$ cat src/rtl/rotate_iter_unit.sv
// Iterative ROL/ROR/RCL/RCR unit: one bit position per clock, CL-style count.
// Optional ROT_MASK_EN masks the count to 5 bits (80186 style); default uses the full 8-bit count.
module rotate_iter_unit #(
  parameter int WIDTH = 16
) (
  input  logic             clk,
  input  logic             rst_n,
  input  logic             start,
  input  logic [WIDTH-1:0] A,
  input  logic [7:0]       B,
  input  logic [1:0]       op,
  input  logic             cf_in,
  output logic [WIDTH-1:0] R,
  output logic             CF,
  output logic             OF,
  output logic             busy,
  output logic             done
);

  typedef enum logic [1:0] {IDLE, RUN, FIN} state_t;

  localparam logic [1:0] OP_ROL = 2'b00;
  localparam logic [1:0] OP_ROR = 2'b01;
  localparam logic [1:0] OP_RCL = 2'b10;

  state_t           state, state_d;
  logic [7:0]       cnt, cnt_d, eff_cnt;
  logic [1:0]       op_q, op_d;
  logic [WIDTH-1:0] r_d, rot_r;
  logic             cf_d, of_d, rot_cf;

`ifdef ROT_MASK_EN
  assign eff_cnt = {3'b000, B[4:0]};
`else
  assign eff_cnt = B;
`endif

  // Single-bit step of the selected rotate on the current R/CF.
  always_comb begin
    rot_r  = R;
    rot_cf = CF;
    case (op_q)
      OP_ROL: begin rot_cf = R[WIDTH-1]; rot_r = {R[WIDTH-2:0], R[WIDTH-1]}; end
      OP_ROR: begin rot_cf = R[0];       rot_r = {R[0], R[WIDTH-1:1]};       end
      OP_RCL: begin rot_cf = R[WIDTH-1]; rot_r = {R[WIDTH-2:0], CF};         end
      default: begin rot_cf = R[0];      rot_r = {CF, R[WIDTH-1:1]};         end
    endcase
  end

  always_comb begin
    state_d = state;
    cnt_d   = cnt;
    op_d    = op_q;
    r_d     = R;
    cf_d    = CF;
    of_d    = OF;
    case (state)
      IDLE: begin
        if (start) begin
          r_d   = A;
          cf_d  = cf_in;
          op_d  = op;
          cnt_d = eff_cnt;
          if (eff_cnt == 8'd0) begin
            of_d    = 1'b0;
            state_d = FIN;
          end else begin
            state_d = RUN;
          end
        end
      end
      RUN: begin
        r_d   = rot_r;
        cf_d  = rot_cf;
        cnt_d = cnt - 8'd1;
        // OF is resolved on the last step so it is valid alongside done.
        if (cnt == 8'd1) begin
          state_d = FIN;
          of_d    = op_q[0] ? (rot_r[WIDTH-1] ^ rot_r[WIDTH-2])
                            : (rot_r[WIDTH-1] ^ rot_cf);
        end
      end
      FIN:     state_d = IDLE;
      default: state_d = IDLE;
    endcase
  end

  always_ff @(posedge clk or negedge rst_n) begin
    if (!rst_n) begin
      state <= IDLE;
      cnt   <= '0;
      op_q  <= '0;
      R     <= '0;
      CF    <= 1'b0;
      OF    <= 1'b0;
    end else begin
      state <= state_d;
      cnt   <= cnt_d;
      op_q  <= op_d;
      R     <= r_d;
      CF    <= cf_d;
      OF    <= of_d;
    end
  end

  assign busy = (state != IDLE);
  assign done = (state == FIN);

endmodule

$ cat config.mk
export PLATFORM = sky130hd
export DESIGN_NAME = rotate_iter_unit
export DESIGN_NICKNAME = d
export VERILOG_FILES = /design/src/rtl/rotate_iter_unit.sv
export SDC_FILE = /design/constraint.sdc
export NUM_CORES = 1
export LEC_CHECK = 0
export CAP_MARGIN = 20
export CORE_UTILIZATION = 47
export CTS_CLUSTER_SIZE = 28
export DETAILED_ROUTE_END_ITERATION = 10
export GPL_TIMING_DRIVEN = 0
export PLACE_DENSITY_LB_ADDON = 0.1
export SLEW_MARGIN = 25
export SYNTH_ARGS = -nofsm -noshare
export SYNTH_HDL_FRONTEND = slang
export SYNTH_SLANG_ARGS = --single-unit
$ cat constraint.sdc
create_clock -name clk -period 1.55 [get_ports clk]
set_input_delay 0.31 -clock clk [delete_from_list [all_inputs] [get_ports clk]]
set_output_delay 0.31 -clock clk [all_outputs]
set_load 0.03 [all_outputs]
Yosys cells after proc, flatten, opt, wreduce, memory -nomap -nowiden
Index checks and enable logic that the tools add are counted.
Widths: inputs -> output; s select.
{ "totals": {"ff_bits": 30, "inputBits": 30, "out_inout_bits": 20, "wordCells": 44} }
{ "classes": {"addsub": 1, "eq_ne": 8, "n_mux": 17, "bitwise": 2, "reduce_logical": 10} }
{ "ops": {"columns": ["cell", "count"], "rows": [
  ["$pmux 16 s3", 1],
  ["$pmux 16 s2", 1],
  ["$mux 16", 1],
  ["$pmux 8 s2", 1],
  ["$eq 8x1->1 const B", 1],
  ["$logic_not 8->1", 1],
  ["$mux 8", 1],
  ["$sub 8x1->8 const B", 1],
  ["$mux 1", 6],
  ["$mux 2", 3],
  ["$ne 2x2->1 const B", 3],
  ["$reduce_and 2->1", 3],
  ["$eq 2x1->1 const B", 2],
  ["$eq 2x2->1 const B", 2],
  ["$logic_not 2->1", 2],
  ["$pmux 1 s2", 2],
  ["$pmux 2 s2", 1],
  ["$reduce_and 4->1", 1],
  ["$reduce_bool 2->1", 2],
  ["$reduce_or 2->1", 1],
  ["$xor 1x1->1", 2]
]} }

Depth between registers and ports, before layout
Gate-level depths: netlist (run 1).
{ "logic_depth": {"ltp_word": 7, "depth_mapped": 6, "ltp_nobuf": 5} }

Worst setup path before layout (run 1)
No wires, ideal clock.
{ "synth_timing": {"path_type": "register to register", "start": "reg cnt[5]", "end": "reg OF", "setup_ns": 0.123, "t_arrival_ns": 1.270, "path_slack_ns": 0.158, "path_stages_with_launch": 5, "n_path_buf": 0, "synth_period_minus_slack_ns": 1.392, "cell_sequence": "dfrtp_1 -> nor4_1 -> and4bb_2 -> a22oi_1 -> o2bb2ai_1"} }
{ "synth_between": {"elab_chain_len": 3} }
{ "synth_lines": {"columns": ["element", "line_no", "text"], "rows": [
  ["start, declared", "27", "logic [7:0] cnt, cnt_d, eff_cnt;"],
  ["start signal, assigned", "98", "cnt <= cnt_d;"],
  ["$eq 8x1->1", "77", "if (cnt == 8'd1) begin"],
  ["$ne 2x2->1 (no source line)", null, null],
  ["$reduce_and 4->1 (no source line)", null, null],
  ["end signal, assigned", "95", "OF <= 1'b0;"],
  ["end signal, assigned", "102", "OF <= of_d;"],
  ["end, declared", "15", "output logic OF,"]
]} }
No other way between the ends.
A chain may end at the register's enable or synchronous reset.

Worst setup path after layout (run 1)
{ "layout_timing": {"start": "reg state[1]", "end": "out busy"} }
{ "layout_between": {"elab_chain_len": 1} }
{ "layout_lines": {"columns": ["element", "line_no", "text"], "rows": [
  ["start, declared", "26", "state_t state, state_d;"],
  ["start signal, assigned", "97", "state <= state_d;"],
  ["$reduce_bool 2->1", "106", "assign busy = (state != IDLE);"],
  ["end, declared", "16", "output logic busy,"]
]} }
No other way between the ends.

==> results.sh, run 1 <==
export IMPL_status="finished clean"
export IMPL_synth_area_leaders="dfrtp_1 44%, nand2_1 9.5%, a211oi_1 7.1%"
export IMPL_wl_per_cell_um=14.59
export IMPL_coreArea_mm2=0.003390
export IMPL_via_per_inst=5.581
export IMPL_syn_to_final_growth_pct=37.63
export IMPL_fin_ws_ns=0.000004663
export IMPL_syn_num_nets=227
export IMPL_worstMarginPinSlew_ns=0.6881
export IMPL_synthCells=195
export IMPL_p_sw_uw=2131
export IMPL_worst_ir_drop_vdd_v=0.0009760
export IMPL_ys_ff_latch=30
export IMPL_internal_power_uw=2391
export IMPL_period_share_pct=100.0
export IMPL_maxSlewViolCount=0
export IMPL_multi_input_area_um2=910.9
export IMPL_power_frac_seq_pct=36.2
export IMPL_drt_initial_drc_count=95
export IMPL_setup_viol=0
export IMPL_syn_area_per_cell_um2=8.713
export IMPL_comb_power_share_pct=54.3
export IMPL_grt_use_total_pct=23.64
export IMPL_clock_latency_ns=0.33
export IMPL_dp_final_hpwl_um=2978
export IMPL_grt_pass1_vias=1475
export IMPL_pre_cts_ws_ns=-0.4202
export IMPL_slew_headroom_pct=54.13
export IMPL_cts_sink_count=30
export IMPL_fin_setup_tns_ns=0
export IMPL_final_core_util_pct=68.99
export IMPL_yosys_cell_count_top_type="nand2_1"
export IMPL_dr_pass1_iters=4
export IMPL_critPathKind="register to output pin"
export IMPL_synth_flop_cell="dfrtp_1"
export IMPL_cts_tree="done"
export IMPL_die_area_mm2=0.003860
export IMPL_syn_area_mm2=0.001699
export IMPL_grt_ovfl_total=0
export IMPL_synth_seq_area_share_pct=44.18
export IMPL_grt_antenna_before_repair=0
export IMPL_synthXorXnorAreaFrac_pct=0.5155
export IMPL_power_frac_clock_pct=9.6
export IMPL_power_density_mw_per_mm2=1934
export IMPL_via_count=1663
export IMPL_rsz0062_at_grt="true"
export IMPL_synth_common_cells="43 x nand2_1, 30 x dfrtp_1, 16 x a211oi_1, 16 x a31oi_1, 16 x nor2b_1"
export IMPL_start_util_pct=50.13
export IMPL_antennaDiodeCount=0
export IMPL_drc_errors=0
export IMPL_synth_top_family_by_area="simple AND/OR/NAND/NOR gates"
export IMPL_fin_crit_ns=1.550
export IMPL_clockBufferDepth=2
export IMPL_clkTransAtPathRegs_ns=0.09
export IMPL_crit_arrival_ns=1.24
export IMPL_end_kind="output pin"
export IMPL_drtAntennaViolNets=0
export IMPL_crit_path_start_kind="register"
export IMPL_max_cap_violations=0
export IMPL_swShare_pct=47.12
export IMPL_worstHoldPathType="input pin to async pin"
export IMPL_rows=21
export IMPL_die_h_um=62.13
export IMPL_synth_edf_count=0
export IMPL_grt_pass1_wl_um=7155
export IMPL_port_buffers=49
export IMPL_synth_area_leader_cell="dfrtp_1"
export IMPL_area_sequential_um2=752.0
export IMPL_cts_made_buffers=5
export IMPL_fmax_ghz=0.6452
export IMPL_drive_above_1_share_pct=13.89
export IMPL_grt_max_degree=31
export IMPL_wl_um=4348
export IMPL_crit_required_ns=1.24
export IMPL_fp_dieW_um=62.13
export IMPL_synth_adder_area_share_pct=1.473
export IMPL_htreeDepth=2
export IMPL_synth_mux_area_share_pct=3.019
export IMPL_skew_ns=0.006435
export IMPL_ioPinCount=50
export IMPL_yosys_area_top_type_share_pct=44.18
export IMPL_synth_distinct_cells=35
export IMPL_ctsHoldBuffers=0
export IMPL_yosys_warnings=0
export IMPL_gp_congestion=0.8285
export IMPL_crit_fanout=10
export IMPL_synthSimpleGateAreaFrac_pct=24.89
export IMPL_fin_nets=284
export IMPL_synthArstFlopShare_pct=100.0
export IMPL_power_uw=4522
export IMPL_hold_viol_final=0
export IMPL_root_buffer="clkbuf_4"
export IMPL_fillers=287
export IMPL_synth_compound_area_share_pct=21.13
export IMPL_leakagePower_uw=0.0009909
==> layer usage <==
layer	part of all wire [%]	GRT usage, %
met5	0	0
met4	1.8	8.721
met3	5.8	4.228
met2	46	36.68
met1	46	32.98
==> cells by family (layout without fill, tap and decap cells) <==
kind of cell | Yosys count | count (layout)
AO/OA/AOI/OAI | 51 | 51
XOR/XNOR | 1 | 1
adder cells (fa/ha/maj) | 2 | 2
buffers and inverters | 19 | 76
flip-flops | 30 | 30
multiplexers | 5 | 5
AND/OR/NAND/NOR | 87 | 87
==> path summary, 6_finish.rpt <==
kind	startpoint	end	slack [ns]	depth (start not counted)
max	state[1]	busy	0.000005	4
min	rst_n	R[12]	0.01	1
max reg2reg	state[1]	cnt[4]	0.05	6
min reg2reg	OF	OF	0.49	1
max in group asynchronous	rst_n	state[0]	1.05	1
min in group clk	OF	OF	0.49	1
==> final cells by class <==
class                           instances  share of cell area (%)
Buffer                                 13                   3.745
Clock buffer                            7                   1.926
Inverter                                5                  0.8026
Multi-Input combinational cell        146                   38.95
Sequential cell                        30                   32.16
Tap cell                               46                   2.461
Timing Repair Buffer                   51                   19.96
==> flip-flops by register name, indices dropped and copies added (netlist names) <==
name	flops
OF	1
op_q	2
R	16
CF	1
cnt	8
state	2
==> placed cells by master (no fill, tap or decap), types with 4 or more instances in the layout <==
cell and count:
nor2b_1 16, buf_2 7, clkdlybuf4s50_1 28, nand2_1 43
mux2i_1 4, buf_4 4, nand3_1 4, clkbuf_4 6
nor2_1 10, a21oi_1 5, a31oi_1 16, a211oi_1 13
dlygate4sd2_1 17, dfrtp_1 29, inv_1 5
==> timing repair <==
action                     CTS  global route
gates resized for setup     36            21
setup buffers                0             2
setup endpoints to repair   36            25
==> stage by stage <==
step / hold slack (ns) / instance area, um^2 / std cells
floorplan: 0.01441 / 1699 / 195
global placement: 0.4785 / 2247 / 290
detailed placement: 0.3875 / 2242 / 290
CTS: 0.02292 / 2278 / 297
global route: 0.05387 / 2338 / 298
finish: 0.01177 / 2338 / 298
==> power groups by stage <==
stage	registers (uW)	logic, uW	clock network [uW]
after floorplan	1970	1250	0
after global placement	1590	2490	0
after detailed placement	1590	2520	0
after CTS	1590	2370	441
after global routing	1710	2690	476
final	1640	2450	432
==> critical path, stage by stage (launching register included) <==
cell,delay (ns)
dfrtp_1,0.36
buf_2,0.18
nor2_2,0.14
inv_1,0.06
buf_2,0.17
Power figures use the tool's default switching activity.
==> run 2: changes to the inputs <==
CORE_MARGIN = 1   (was default)
==> results of run 2 <==
No change in the layout: final DEF, timing and power equal those of run 1.
